==> config.mk <==
export PLATFORM = sky130hd
export DESIGN_NAME = count_wrap_tracker
export DESIGN_NICKNAME = d
export VERILOG_FILES = /design/src/rtl/count_wrap_tracker.sv
export SDC_FILE = /design/constraint.sdc
export NUM_CORES = 1
export LEC_CHECK = 0
export ABC_AREA = 1
export ABC_CLOCK_PERIOD_IN_PS = 7900
export CAP_MARGIN = 20
export CORE_MARGIN = 4
export CORE_UTILIZATION = 45
export DETAILED_ROUTE_END_ITERATION = 12
export PLACE_DENSITY = 0.72
export SLEW_MARGIN = 5
export SYNTH_ARGS = -nofsm -noshare
export SYNTH_HDL_FRONTEND = slang
export SYNTH_SLANG_ARGS = --single-unit
==> constraint.sdc <==
create_clock -name clk -period 7.9 [get_ports clk]
set_input_delay 0.79 -clock clk [delete_from_list [all_inputs] [get_ports clk]]
set_output_delay 0.79 -clock clk [all_outputs]
set_load 0.02 [all_outputs]
==> src/rtl/count_wrap_tracker.sv <==
// count_wrap_tracker: follows a CW-bit up/down counter and extends it with an
// epoch that counts wrap-arounds, so ext_count = {epoch, count} keeps growing
// (modulo 2^(CW+EW)). Each wrap is queued in a small first-word-fall-through
// FIFO and drained over a valid/ready handshake. Sticky flags report illegal
// steps, epoch overflow and events lost to a full FIFO.
//
// Ports:
//   clk        rising-edge clock shared with the counter
//   reset      asynchronous active-low reset
//   count      counter value, sampled every edge
//   resync     the change seen at this edge is a load/reset of the counter
//   clr        synchronous clear of the sticky flags
//   ext_count  {epoch, last sampled count}
//   evt_valid  event FIFO non-empty
//   evt_ready  consumer takes the head entry
//   evt_dir    head entry direction (1 = up wrap, 0 = down wrap)
//   evt_epoch  head entry epoch after the wrap
//   step_err   sticky: non-resync change other than +/-1
//   epoch_ovf  sticky: epoch itself wrapped
//   evt_drop   sticky: event discarded because the FIFO was full
module count_wrap_tracker #(
  parameter int unsigned CW    = 4,
  parameter int unsigned EW    = 4,
  parameter int unsigned DEPTH = 4
) (
  input  logic             clk,
  input  logic             reset,
  input  logic [CW-1:0]    count,
  input  logic             resync,
  input  logic             clr,
  output logic [CW+EW-1:0] ext_count,
  output logic             evt_valid,
  input  logic             evt_ready,
  output logic             evt_dir,
  output logic [EW-1:0]    evt_epoch,
  output logic             step_err,
  output logic             epoch_ovf,
  output logic             evt_drop
);

  localparam int unsigned AW = (DEPTH > 1) ? $clog2(DEPTH) : 1;
  localparam int unsigned OW = AW + 1;
  localparam int unsigned DW = EW + 1;
  localparam logic [CW-1:0] MAXC = '1;
  localparam logic [EW-1:0] MAXE = '1;

  logic [CW-1:0] cnt_q, cnt_n;
  logic [EW-1:0] epoch_q, epoch_n;
  logic          primed_q;

  logic [DW-1:0] mem [DEPTH];
  logic [AW-1:0] rd_ptr, rd_n, wr_ptr, wr_n;
  logic [OW-1:0] occ, occ_n;
  logic          valid_n, dir_n;
  logic [EW-1:0] head_ep_n;

  logic          push, push_dir, set_step, set_ovf;
  logic [EW-1:0] push_ep;
  logic          pop, full, do_push, drop;

  // Classify the sampled change against the previous registered count
  always_comb begin
    cnt_n    = cnt_q;
    epoch_n  = epoch_q;
    push     = 1'b0;
    push_dir = 1'b0;
    push_ep  = epoch_q;
    set_step = 1'b0;
    set_ovf  = 1'b0;
    if (!primed_q || resync) begin
      cnt_n = count;
    end else if (count != cnt_q) begin
      cnt_n = count;
      if (cnt_q == MAXC && count == '0) begin
        epoch_n  = epoch_q + EW'(1);
        push     = 1'b1;
        push_dir = 1'b1;
        push_ep  = epoch_n;
        set_ovf  = (epoch_q == MAXE);
      end else if (cnt_q == '0 && count == MAXC) begin
        epoch_n  = epoch_q - EW'(1);
        push     = 1'b1;
        push_dir = 1'b0;
        push_ep  = epoch_n;
        set_ovf  = (epoch_q == '0);
      end else if (count != cnt_q + CW'(1) && count != cnt_q - CW'(1)) begin
        set_step = 1'b1;
      end
    end
  end

  // FIFO bookkeeping; head outputs are registered and hold when empty
  always_comb begin
    pop       = evt_valid && evt_ready;
    full      = (occ == OW'(DEPTH));
    do_push   = push && (!full || pop);
    drop      = push && full && !pop;
    occ_n     = occ + OW'(do_push) - OW'(pop);
    rd_n      = rd_ptr + AW'(pop);
    wr_n      = wr_ptr + AW'(do_push);
    valid_n   = (occ_n != '0);
    dir_n     = evt_dir;
    head_ep_n = evt_epoch;
    if (occ_n != '0) begin
      // FIFO drained to nothing before this push: new entry is the head
      if (occ - OW'(pop) == '0) begin
        dir_n     = push_dir;
        head_ep_n = push_ep;
      end else begin
        {dir_n, head_ep_n} = mem[rd_n];
      end
    end
  end

  always_ff @(posedge clk or negedge reset) begin
    if (!reset) begin
      cnt_q     <= '0;
      epoch_q   <= '0;
      primed_q  <= 1'b0;
      rd_ptr    <= '0;
      wr_ptr    <= '0;
      occ       <= '0;
      evt_valid <= 1'b0;
      evt_dir   <= 1'b0;
      evt_epoch <= '0;
      step_err  <= 1'b0;
      epoch_ovf <= 1'b0;
      evt_drop  <= 1'b0;
      for (int i = 0; i < int'(DEPTH); i++) mem[i] <= '0;
    end else begin
      cnt_q     <= cnt_n;
      epoch_q   <= epoch_n;
      primed_q  <= 1'b1;
      rd_ptr    <= rd_n;
      wr_ptr    <= wr_n;
      occ       <= occ_n;
      evt_valid <= valid_n;
      evt_dir   <= dir_n;
      evt_epoch <= head_ep_n;
      // A set on the same edge as clr wins
      step_err  <= (step_err  && !clr) || set_step;
      epoch_ovf <= (epoch_ovf && !clr) || set_ovf;
      evt_drop  <= (evt_drop  && !clr) || drop;
      if (do_push) mem[wr_ptr] <= {push_dir, push_ep};
    end
  end

  assign ext_count = {epoch_q, cnt_q};

endmodule

* Word level (Yosys, flattened, before mapping)
Index checks and enable logic that the tools add are counted.
** Storage, ports and cells
- Register bits after elaboration :: 45
- Input bits :: 9
- Output and inout bits :: 17
- Logic and storage cells :: 93
** Cells by class
- Add/sub/neg operators :: 9
- $lt $le $gt $ge :: 3
- Equal/unequal tests :: 7
- Multiplexer cells :: 30
- Bitwise logic cells :: 2
- Reductions and logical operators :: 26
** Operators with widths (count)
- $mux W4 :: 7
- $bwmux W20 :: 1
- $mux W1 :: 17
- $mux W5 :: 3
- $eq A4 B4 Y1 const B :: 3
- $logic_not A4 Y1 :: 3
- $ne A4 B4 Y1 :: 3
- $logic_and A1 B1 Y1 :: 11
- $bmux W5 S2 :: 1
- $demux W5 S2 :: 1
- $add A4 B1 Y4 const B :: 2
- $sub A4 B1 Y4 const B :: 2
- $ge A3 B3 Y1 const B :: 2
- $not A2 Y3 :: 2
- $sub A3 B1 Y3 :: 2
- $logic_or A1 B1 Y1 :: 5
- $add A2 B1 Y2 :: 2
- $logic_not A1 Y1 :: 4
- $add A3 B1 Y3 :: 1
- $eq A3 B3 Y1 const B :: 1
- $logic_not A3 Y1 :: 1
- $lt A3 B1 Y1 const B :: 1
- $reduce_bool A3 Y1 :: 1
- $reduce_bool A2 Y1 :: 1

* Logic depth before layout (Yosys ltp)
Gate-level depths: netlist (run 1).
- Word-level depth :: 10
- Mapped depth :: 20

* Worst setup path before layout (run 1)
No wires, ideal clock.
- Path type :: in2reg
- Start point :: input port count[2]
- End point :: register evt_epoch[2]
- Arrival time :: 2.962 ns
- Setup slack :: 4.820 ns
- Stages on the path :: 19
- Path through :: inv_1 nand2_1 nand2_1 nor2_1 nand2_1 nand3_4 nor2_8 inv_1 ha_1 inv_1 ha_1 inv_1 fa_1 inv_1 nor2_1 nand2_1 o21ai_0 a21oi_1 nor2_1
** On the way
- Word-level cells in the longest chain between the ends :: 10
- Elaborated cells on any way between the ends :: 18
- Classes of those cells :: 2 x add/sub; 2 x eq/ne; 9 x mux; 5 x reduce/logical
** RTL lines
- start, declared :: RTL line 28 : input logic [CW-1:0] count,
- $eq A4 B4 Y1 :: RTL line 80 : end else if (cnt_q == '0 && count == MAXC) begin
- $logic_and A1 B1 Y1 :: RTL line 80
- $mux W1 :: RTL line 80
- $mux W1 :: RTL line 74 : if (cnt_q == MAXC && count == '0) begin
- $mux W1 (*) :: RTL line 72 : end else if (count != cnt_q) begin
- $mux W1 (*) :: RTL line 70 : if (!primed_q || resync) begin
- $logic_and A1 B1 Y1 (*) :: RTL line 96 : do_push = push && (!full || pop);
- $add A3 B1 Y3 (*) :: RTL line 98 : occ_n = occ + OW'(do_push) - OW'(pop);
- $sub A3 B1 Y3 (*) :: RTL line 98
- named net occ_n[1] :: RTL line 53 : logic [OW-1:0] occ, occ_n;
- $reduce_bool A3 Y1 (*)
- named net valid_n :: RTL line 54 : logic valid_n, dir_n;
- end signal, assigned :: RTL line 139 : evt_epoch <= head_ep_n;
- end, declared :: RTL line 35 : output logic [EW-1:0] evt_epoch,
Mark *: on every way through the listed nets, which the timed path passes. The rest lies on a longest branch.
A chain may end at the register's enable or synchronous reset.

* Worst setup path after layout (run 1)
- Start point :: input port count[1]
- End point :: register evt_epoch[2]
The elaborated chain is that of the path after synthesis.

==> summary.txt, run 1 <==
Timing
  – Worst Skew: 0.008794 ns
  – Final Max Tran Viols: 0
  – Fin. Hold Viols: 0
  – Setup TNS: 0 ns
  – RSZ-0062 raised after global routing: false
  – Setup violators final: 0
  – Final period util: 0.4600
  – Tmin final: 3.634 ns
  – Fmax: 0.2752 GHz

Route
  – M1 WL: around 2400 um
  – Antenna-violating nets left: 0
  – Met3 WL post-DR: 175 um
  – Routed length on met2: around 2300 um
  – Uppermost layer routed: met4
  – Via count: between 1500 and 2000
  – DRC violations left: 0
  – DR WL/cell: roughly 12 um
  – Average via count per standard cell: 4.841
  – First-pass detailed-route iteration total: 4
  – Routed WL: approximately 5000 um
  – Starting DRT DRC Count: a little over 80

Power and ir drop
  – Sequential share of power: 0.385
  – Logic gate share of total power: 0.382
  – Cell area power density: about 260 nW/um^2
  – Clk network pwr share: 0.233
  – Int Power: 472.6 uW
  – VDD IR max: 0.0001167 V
  – Sw Pwr: ~280 uW
  – Tot Pwr: 751.2 uW
  – Switching Share: 0.3708
  – Leakage: 0.001443 uW

Worst setup path
  – R2r setup slk: between 4 and 5 ns
  – Crit. End Element: flip-flop
  – Critical Path Source Type: input port
  – R2r worst-path depth: 20
  – Crit-path cells: clkdlybuf4s50_1 -> nand2_1 -> nor2_1 -> nand2_1 -> nand2_2 -> nand3_4 -> nor2_8 -> inv_1 -> ha_1 -> inv_1 -> ha_1 -> inv_1 -> fa_1 -> inv_1 -> nor2_1 -> nand2_1 -> o21ai_0 -> a21oi_1 -> nor2_1
  – Slowest stage delay, CP: between 0.5 and 0.6 ns
  – Arr. time, crit path: roughly 3.8 ns
  – FF-to-FF End: evt_epoch[2]
  – Worst Path Max Fanout: 10
  – Critical path type: in -> reg
  – Required time of the critical path: ~8 ns
  – Slowest CP cell: clkdlybuf4s50_1
  – Reg-to-reg startpoint: cnt_q[1]
  – Most used cell, CP: inv_1

Finish
  – Area growth, synth to finish: 17.96%
  – Net count reported at finish: 352
  – Layout Cells excl Fill: about 400
  – Filler cells: approximately 500
  – Share of layout cells above drive strength 1: 0.06928
  – Seq. cell area: between 1000 and 1500 um^2
  – Number of diodes: 0
  – Area of the multi-input gates: roughly 1100 um^2

Global routing
  – Congestion Overflow GR: 0
  – Total GRT Usage: 0.1745
  – Largest net degree at the start of global routing: 46
  – Initial antenna violation count: 0
  – Global-route wire length before repair: 8825 um
  – Vias in the first global route: between 1500 and 2000

Floorplan
  – Core Region: between 5000 and 6000 um^2
  – Row count: 26
  – I/O pin total: 26
  – Die Y-Extent: 81.82 um
  – DIE AREA: roughly 6700 um^2
  – Starting Density: 0.4712
  – Die W: between 80 and 90 um

Place
  – PortBufs: 25
  – Post-DP HPWL: 3735 um
  – Placer Congestion: between 0.8 and 0.9
  – Dpl cells: 393

Synthesis
  – Flops & latches, synth: 45
  – Mean Syn Cell Area: around 8.1 um^2
  – Ys Warns: 0
  – Mapped cell area: around 2500 um^2
  – Seq/Total Area, Yosys: 0.4592
  – Area leader, netlist: dfrtp_1
  – Ys async rst share: 1.000
  – Dominant cells by area after synthesis: dfrtp_1 (46%), nand2_1 (14%), inv_1 (7.2%), ha_1 (5.6%), nand3_1 (3.9%)
  – Post-synth EDFFs: 0
  – Yosys top cell area share: 0.4592
  – Mapped Cells: around 300
  – Synth cell types: 31
  – Main synth FF type: dfrtp_1
  – Syn nets: roughly 330

Clock network
  – Clk Latency, worst-skew pair: 0.30 ns
  – Post-CTS sizing: 0
  – CTS tree: built
  – Hold Buf Count CTS: 0
  – Sinks on the clock net: 45
  – # H-tree levels: 2
  – Reg clk slew, reported paths: approximately 0.09 ns
  – Maximum root-to-sink buffer count: 2
  – Root Buffer: clkbuf_8
  – Post-CTS Setup Bufs: 0
  – CTS Buf Count: 5

Flow run
  – Max Cap Viol: 0

Run status
  – Status: finished, final reports clean

Hold path
  – Class of the worst hold path: in -> async
==> through the flow <==
stage	hold slack, ns	utilization	area [um^2]	setup slack [ns]
finish	0.3825	0.5558	2893	4.266
global route	0.3945	0.5558	2893	3.875
CTS	0.4843	0.5519	2873	4.250
detailed placement	0.4635	0.5305	2761	3.930
global placement	0.4564	0.5305	2761	4.075
floorplan	0.4417	-	2452	4.820
==> layer usage <==
layer / vias up / global-route usage
met1: 896 / 0.2428
met5: - / 0
met2: 31 / 0.2690
met3: 7 / 0.03618
li1: 1012 / -
met4: 0 / 0.06312
==> sequential cells by signal, summed over array words and instances (netlist names) <==
name and flops:
mem 20, rd_ptr 2, evt_dir 1, primed_q 1, step_err 1, cnt_q 4
evt_epoch 4, occ 3, wr_ptr 2, epoch_ovf 1, evt_drop 1, epoch_q 4
evt_valid 1
==> how the worst max path moves through the flow <==
stage | startpoint | end | slack (ns) | cells past startpoint
3_3_place_gp | count[1] | evt_epoch[2] | 4.07 | 19
2_1_floorplan | count[2] | evt_epoch[2] | 4.82 | 19
3_5_place_dp | count[1] | evt_epoch[2] | 3.93 | 19
4_1_cts | count[1] | evt_epoch[2] | 4.25 | 19
5_1_grt | count[1] | evt_epoch[3] | 3.87 | 18
6_report | count[1] | evt_epoch[2] | 4.27 | 19
==> synth_stat cells (2+ instances only) <==
| library cell | n |
|---|---|
| nand2_1 | 90 |
| ha_1 | 11 |
| nor3_2 | 3 |
| nand2_2 | 2 |
| nand3_1 | 19 |
| nor3_1 | 4 |
| o21ai_0 | 10 |
| o21ai_1 | 13 |
| xnor2_1 | 2 |
| o211ai_1 | 5 |
| xor2_1 | 6 |
| clkbuf_1 | 5 |
| dfrtp_1 | 45 |
| inv_1 | 47 |
| a21oi_1 | 3 |
| nand4_1 | 2 |
| nor2_1 | 18 |
| o22ai_1 | 3 |
| nand3_2 | 4 |
==> logic make-up (layout without fill, tap and decap cells) <==
| kind of cell | after synthesis | after routing | synth area share |
|---|---|---|---|
| other | 1 | 1 | 0.001529 |
| and+or+nand+nor | 145 | 145 | 0.2689 |
| buffers and inverters | 54 | 82 | 0.08316 |
| adders and majority gates | 12 | 12 | 0.06429 |
| DFF | 45 | 45 | 0.4592 |
| xor gates and xnor gates | 9 | 9 | 0.03521 |
| AOI/OAI and AO/OA | 38 | 38 | 0.08776 |
==> placed cells by master (no fill, tap or decap), types with 4 or more instances in the layout <==
cell type	n
clkbuf_8	5
clkdlybuf4s50_1	24
dfrtp_1	45
ha_1	11
inv_1	47
nand2_1	90
nand3_1	19
nand3_2	4
nor2_1	18
nor3_1	4
o211ai_1	5
o21ai_0	10
o21ai_1	13
xor2_1	6
==> worst max-delay path, delay by kind of cell <==
family                     cells  cell delay, ns
buffers and inverters          5            0.83
adders and majority gates      3            0.84
and+or+nand+nor                9            1.11
AOI/OAI and AO/OA              2            0.28
==> power groups by stage <==
| stage | logic (uW) | registers (uW) | clock network, uW |
|---|---|---|---|
| 5_1_grt | 333 | 294 | 188 |
| 3_3_place_gp | 278 | 292 | 0 |
| 3_5_place_dp | 286 | 294 | 0 |
| 2_1_floorplan | 180 | 309 | 0 |
| 6_report | 287 | 289 | 175 |
| 4_1_cts | 287 | 290 | 179 |
==> layout make-up <==
type	instances	share of cell area
Sequential cell	45	0.3893
Multi-Input combinational cell	205	0.3880
Timing Repair Buffer	26	0.09170
Inverter	48	0.06228
Tap cell	70	0.03028
Clock buffer	6	0.02509
Clock inverter	2	0.01341
Power figures use the tool's default switching activity.
==> inputs of run 2 (changes only) <==
--- a/config.mk
+++ b/config.mk
@@ -6,7 +6,7 @@
 export NUM_CORES = 1
 export LEC_CHECK = 0
 export ABC_AREA = 1
-export ABC_CLOCK_PERIOD_IN_PS = 7900
+export ABC_CLOCK_PERIOD_IN_PS = 3600
 export CAP_MARGIN = 20
 export CORE_MARGIN = 4
 export CORE_UTILIZATION = 45
==> constraint.sdc (replaced) <==
create_clock -name clk -period 3.6 [get_ports clk]
set_input_delay 0.36 -clock clk [delete_from_list [all_inputs] [get_ports clk]]
set_output_delay 0.36 -clock clk [all_outputs]
set_load 0.02 [all_outputs]
==> run 2 against run 1 <==
  * Hold slack better by 0.099 ns
  * Register-to-register slack worse by 4.2 ns
  * Combinational power up 120%
  * Critical path depth rose by 1
  * Clock power grew 120%
  * Final cell count rose by 0.50%
  * Sequential power rose by 120%
  * Die area unchanged
  * Critical path type is now reg -> reg
  * Total power rose by 120%
  * Clock skew grew 0.0016 ns
  * Sequential cell count is the same
  * Sequential share of layout area is 0.27 points lower
==> summary.txt, run 2 (same netlist as run 1, synthesis figures left out) <==
Run status
  – Status: finished, final reports clean

Place
  – Dpl cells: 394 (+0.25%)
  – Placer Congestion: 0.8274 (+0.79%)
  – PortBufs: 25 (unchanged)
  – Worst slack, placed: 0.07672 ns (-3.853 ns)
  – Post-DP HPWL: 3772 um (+0.99%)

Floorplan
  – Die Y-Extent: 81.82 um (unchanged)
  – DIE AREA: 6695 um^2 (unchanged)
  – I/O pin total: 26 (unchanged)
  – Row count: 26 (unchanged)
  – Starting Density: 0.4712 (unchanged)
  – Core Region: 5205 um^2 (unchanged)
  – Die W: 81.82 um (unchanged)

Route
  – Average via count per standard cell: 4.903 (+1.3%)
  – DR WL/cell: 12.41 um (+0.89%)
  – Uppermost layer routed: met4
  – Routed WL: 5014 um (+1.4%)
  – M1 WL: 2303 um (-3.1%)
  – Antenna-violating nets left: 0 (unchanged)
  – Met3 WL post-DR: 246 um (+41%)
  – Starting DRT DRC Count: 121 (+46%)
  – DRC violations left: 0 (unchanged)
  – Routed length on met2: 2420 um (+4.5%)
  – Via count: 1981 (+1.8%)
  – First-pass detailed-route iteration total: 4 (unchanged)

Global routing
  – Total GRT Usage: 0.1710 (-0.003491)
  – Largest net degree at the start of global routing: 46 (unchanged)
  – Vias in the first global route: 1888 (-0.21%)
  – Initial antenna violation count: 0 (unchanged)
  – Congestion Overflow GR: 0 (unchanged)
  – Global-route wire length before repair: 8687 um (-1.6%)

Power and ir drop
  – Leakage: 0.001452 uW (+0.61%)
  – VDD IR max: 0.0002420 V (+110%)
  – Int Power: 1040 uW (+120%)
  – Clk network pwr share: 0.231 (-0.002)
  – Logic gate share of total power: 0.385 (+0.003)
  – Sequential share of power: 0.383 (-0.002)
  – Sw Pwr: 614.2 uW (+120%)
  – Switching Share: 0.3712 (+0.0003816)
  – Cell area power density: 568.0 nW/um^2 (+120%)

Finish
  – Filler cells: 465 (-6.4%)
  – Number of diodes: 0 (unchanged)
  – Biggest register: mem
  – Max reg flops: 20 (unchanged)
  – Net count reported at finish: 354 (+0.57%)
  – Commonest cells after routing, fill and taps aside: nand2_1 (89), inv_1 (47), dfrtp_1 (45)
  – Share of layout cells above drive strength 1: 0.07485 (+0.005573)
  – Most common cell after layout, fill and taps aside: nand2_1
  – Area of the multi-input gates: 1125 um^2 (+0.22%)
  – Seq. cell area: 1126 um^2 (unchanged)
  – Layout Cells excl Fill: 404 (+0.50%)
  – Area growth, synth to finish: 18.78%

Timing
  – Worst setup margin: 0.4488 ns (-3.817 ns)
  – Fmax: around 0.32 GHz
  – Tmin final: ~3.2 ns
  – Setup TNS: 0 ns (unchanged)
  – RSZ-0062 raised after global routing: false
  – Worst Skew: 0.01043 ns (+0.001638 ns)
  – Final Max Tran Viols: 0 (unchanged)
  – Setup violators final: 0 (unchanged)
  – Final period util: 0.8753
  – Fin. Hold Viols: 0 (unchanged)

Worst setup path
  – FF-to-FF End: evt_epoch[3]
  – Reg-to-reg startpoint: cnt_q[1]
  – Worst Path Max Fanout: 10 (unchanged)
  – Slowest CP cell: fa_1
  – Critical path type: reg -> reg
  – Most used cell, CP: inv_1
  – Slowest stage delay, CP: 0.48 ns (-0.10 ns)
  – Crit. End Element: flip-flop
  – Critical Path Source Type: flip-flop
  – Arr. time, crit path: 3.38 ns (-0.45 ns)
  – Crit-path cells: inv_1 -> ha_1 -> nand2_1 -> nor2_1 -> nand2_1 -> nand2_2 -> nand3_4 -> nor2_8 -> inv_1 -> ha_1 -> inv_1 -> ha_1 -> inv_1 -> fa_1 -> inv_1 -> nor2_1 -> nand2_2 -> nand2_1 -> inv_1 -> a21oi_1
  – Setup crit end: evt_epoch[3]
  – R2r setup slk: 0.45 ns (-4.20 ns)
  – Required time of the critical path: 3.83 ns (-4.27 ns)
  – R2r worst-path depth: 20 (unchanged)
  – Crit. Startpoint: cnt_q[1]

Clock network
  – # H-tree levels: 2 (unchanged)
  – Reg clk slew, reported paths: 0.09 ns (about the same)
  – CTS Buf Count: 5 (unchanged)
  – Root Buffer: clkbuf_8
  – CTS tree: built
  – Maximum root-to-sink buffer count: 2 (unchanged)
  – Sinks on the clock net: 45 (unchanged)
  – Post-CTS Setup Bufs: 0 (unchanged)
  – Clk Latency, worst-skew pair: 0.30 ns (about the same)

Flow run
  – Max Cap Viol: 0 (unchanged)

Hold path
  – Class of the worst hold path: reg -> reg
[run 2: cell types whose count changed in the layout (fill, tap and decap cells not counted), sizes merged]
cell,previous run,this run
buf,2,3
dlygate4sd3,0,1
[run 2: worst min-delay path by stage]
stage                     end  cells after the start  slack, ns     from
floorplan            cnt_q[0]                      0       0.06    reset
finish                 mem[2]                      2       0.48   mem[2]
CTS                 epoch_ovf                      1       0.26    reset
detailed placement    mem[12]                      2       0.46  mem[12]
global placement      mem[12]                      2       0.46  mem[12]
global route         cnt_q[3]                      2       0.51    reset
[run 2: power by group through the flow]
stage                     Sequential, uW  Clock, uW  Combinational [uW]
after floorplan                      678          0                 394
after global placement               641          0                 610
after detailed placement             645          0                 632
after CTS                            635        395                 634
after global routing                 643        417                 727
final                                634        383                 638
[run 2: cell type report]
| class | count | area share |
|---|---|---|
| Clock buffer | 6 | 0.02491 |
| Sequential cell | 45 | 0.3866 |
| Inverter | 48 | 0.06186 |
| Timing Repair Buffer | 28 | 0.09708 |
| Tap cell | 70 | 0.03007 |
| Multi-Input combinational cell | 205 | 0.3862 |
| Clock inverter | 2 | 0.01332 |
[run 2: per-stage QoR]
stage / util / area [um^2] / hold WS [ns] / power, uW
finish: 0.5596 / 2913 / 0.4819 / 1655
global route: 0.5596 / 2913 / 0.5070 / 1787
CTS: 0.5534 / 2880 / 0.2636 / 1664
detailed placement: 0.5320 / 2769 / 0.4602 / 1277
global placement: 0.5320 / 2769 / 0.4561 / 1251
floorplan: - / 2452 / 0.06441 / 1072
[run 2: layer usage]
metal  GRT usage  vias to the layer above
met5           0                        -
met4     0.03488                        0
met3     0.03947                        5
met2      0.2827                       31
met1      0.2302                      931
li1            -                     1014
[run 2: worst max-delay path: cells and delay by family (launching register included)]
kind,cells,cell delay (ns)
flops,1,0.43
buf+inv,6,0.39
compound gates,1,0.14
fa+ha+maj,4,1.04
simple gates,9,1.07
[run 2: repair_timing]
item | CTS | global route
endpoints found under the setup margin | 0 | 1
hold buffers | 0 | 1
endpoints found under the hold margin | 0 | 12
resized for setup | 0 | 1
==> inputs of run 3 (changes only) <==
--- a/config.mk
+++ b/config.mk
@@ -8,7 +8,7 @@
 export ABC_AREA = 1
 export ABC_CLOCK_PERIOD_IN_PS = 3600
 export CAP_MARGIN = 20
-export CORE_MARGIN = 4
+export CORE_MARGIN = 5
 export CORE_UTILIZATION = 45
 export DETAILED_ROUTE_END_ITERATION = 12
 export PLACE_DENSITY = 0.72
==> run 3 against run 2 <==
  * Via count is essentially flat
  * Critical path depth did not move
  * Critical path type unchanged
  * Utilization fell by 0.50 points
  * Fmax shrank 2.9%
  * Combinational power shrank 2%
  * Clock power shrank 20%
  * Critical endpoint is now evt_epoch[2]
  * Register-to-register slack worse by 0.09 ns
==> summary.txt, run 3 (same netlist as run 1, synthesis figures left out) <==
Worst setup path
  – Crit. End Element: flip-flop
  – Required time of the critical path: 3.80 ns (-0.03 ns)
  – Slowest CP cell: dfrtp_1
  – Crit-path cells: inv_1 -> ha_1 -> nand2_1 -> nor2_1 -> nand2_1 -> nand2_2 -> nand3_4 -> nor2_8 -> inv_1 -> ha_1 -> inv_1 -> ha_1 -> inv_1 -> fa_1 -> inv_1 -> nor2_1 -> nand2_1 -> o21ai_0 -> a21oi_1 -> nor2_1
  – Bufs and invs on worst path: 5 (-1)
  – Critical path type: reg -> reg
  – Critical Path Source Type: flip-flop
  – Crit path max-delay family: simple AND/OR/NAND/NOR gates
  – Slowest stage delay, CP: 0.43 ns (-0.05 ns)
  – Arr. time, crit path: 3.44 ns (+0.06 ns)
  – Worst Path Max Fanout: 10 (unchanged)
  – Most used cell, CP: inv_1

Run status
  – Status: finished, final reports clean

Timing
  – RSZ-0062 raised after global routing: false
  – Setup violators final: 0 (unchanged)
  – Fin. Hold Viols: 0 (unchanged)
  – Setup TNS: 0 ns (unchanged)
  – Worst setup margin: 0.3540 ns (-0.09479 ns)
  – Fmax: 0.3081 GHz (-2.9%)
  – Final period util: 0.9017 (+0.02633)
  – Final Max Tran Viols: 0 (unchanged)
  – Tmin final: 3.246 ns (+0.09479 ns)
  – Worst Skew: 0.01396 ns (+0.003527 ns)

Power and ir drop
  – Leakage: 0.001434 uW (-1.3%)
  – VDD IR max: 0.0002480 V (+2.5%)
  – Cell area power density: 543.9 nW/um^2 (-4.2%)

Finish
  – Layout Cells excl Fill: 404 (unchanged)
  – Share of layout cells above drive strength 1: 0.07186 (-0.002994)
  – Cell area after layout: 2887 um^2 (-0.90%)
  – Biggest register: mem
  – Filler cells: 483 (+3.9%)
  – Area of the multi-input gates: 1122 um^2 (-0.22%)
  – Seq. cell area: 1126 um^2 (unchanged)
  – Most common cell after layout, fill and taps aside: nand2_1
  – Area growth, synth to finish: 17.70%
  – Max reg flops: 20 (unchanged)
  – Net count reported at finish: 354 (unchanged)
  – Number of diodes: 0 (unchanged)
  – Commonest cells after routing, fill and taps aside: nand2_1 (90), inv_1 (47), dfrtp_1 (45)
  – Final Core Density: 0.5546 (-0.005048)

Global routing
  – Congestion Overflow GR: 0 (unchanged)
  – Total GRT Usage: 0.1581 (-0.01294)
  – Largest net degree at the start of global routing: 46 (unchanged)
  – Global-route wire length before repair: 8949 um (+3.0%)
  – Initial antenna violation count: 0 (unchanged)
  – Vias in the first global route: 1938 (+2.6%)

Floorplan
  – Die Y-Extent: 83.82 um (+2.4%)
  – Core Region: 5205 um^2 (unchanged)
  – I/O pin total: 26 (unchanged)
  – DIE AREA: 7026 um^2 (+4.9%)
  – Starting Density: 0.4712 (unchanged)
  – Row count: 26 (unchanged)
  – Die W: 83.82 um (+2.4%)

Place
  – PortBufs: 25 (unchanged)
  – Placer Congestion: 0.8295 (+0.25%)
  – Post-DP HPWL: 3844 um (+1.9%)
  – Placed Instance Area: 2769 um^2 (unchanged)
  – Dpl cells: 394 (unchanged)
  – Worst slack, placed: 0.08268 ns (+0.005957 ns)

Clock network
  – CTS Buf Count: 5 (unchanged)
  – Reg clk slew, reported paths: 0.09 ns (about the same)
  – Root Buffer: clkbuf_8
  – Post-CTS sizing: 0 (unchanged)
  – # H-tree levels: 2 (unchanged)
  – Sinks on the clock net: 45 (unchanged)
  – Maximum root-to-sink buffer count: 2 (unchanged)
  – Clk Latency, worst-skew pair: 0.30 ns (about the same)
  – CTS tree: built

Route
  – Average via count per standard cell: 4.901 (about the same)
  – Starting DRT DRC Count: 106 (-12%)
  – Routed WL: 5059 um (+0.90%)
  – Antenna-violating nets left: 0 (unchanged)
  – Via count: 1980 (-0.050%)
  – DRC violations left: 0 (unchanged)
  – First-pass detailed-route iteration total: 4 (unchanged)
  – DR WL/cell: 12.52 um (+0.90%)

Hold path
  – Class of the worst hold path: reg -> reg

Flow run
  – Max Cap Viol: 0 (unchanged)
run 3: worst min-delay path: stages (launching register included):
cell,delay (ns)
dfrtp_1,0.35
nand2_1,0.05
nand2_1,0.05
run 3: worst paths after layout:
path                            startpoint           end  slack (ns)  cells past startpoint
worst min register to register     mem[12]       mem[12]        0.48                      2
worst max register to register    cnt_q[1]  evt_epoch[2]        0.35                     20
max in group asynchronous            reset       mem[12]        2.61                      3
worst min-delay path               mem[12]       mem[12]        0.48                      2
min in group asynchronous            reset      cnt_q[3]        0.50                      2
worst max-delay path              cnt_q[1]  evt_epoch[2]        0.35                     20
run 3: metrics by stage:
stage	hold slack (ns)	total power, uW
2_1_floorplan	0.06441	1072
3_3_place_gp	0.4571	1251
3_5_place_dp	0.4579	1272
4_1_cts	0.2631	1581
5_1_grt	0.5184	1697
6_report	0.4760	1570
run 3: routing by layer:
layer / track usage / vias to the layer above / share of wire
met5: 0 / - / 0
met4: 0.04386 / 0 / 0.0087
met1: 0.2117 / 929 / 0.48
li1: - / 1013 / -
met3: 0.03751 / 5 / 0.048
met2: 0.2560 / 33 / 0.46
run 3: where the power goes:
| group | switching [uW] | internal (uW) | leakage, uW | total (uW) |
|---|---|---|---|---|
| registers | 50.2 | 584 | 0.000550 | 634 |
| clock network | 171 | 137 | 0.0000374 | 308 |
| logic | 383 | 245 | 0.000846 | 627 |
| total | 605 | 965 | 0.00143 | 1570 |
run 3: what timing repair did:
action | CTS | global route
buffers inserted | 0 | 0
hold buffers | 0 | 1
endpoints found under the hold margin | 0 | 13
endpoints found under the setup margin | 0 | 0
run 3: final cells by class:
class                      count  share of cell area
clock buffer                   6             0.02514
clock inverter                 2            0.005202
inverter                      48             0.06242
multi-input combinational    205              0.3888
sequential                    45              0.3901
tap                           70             0.03034
timing repair buffer          28             0.09796
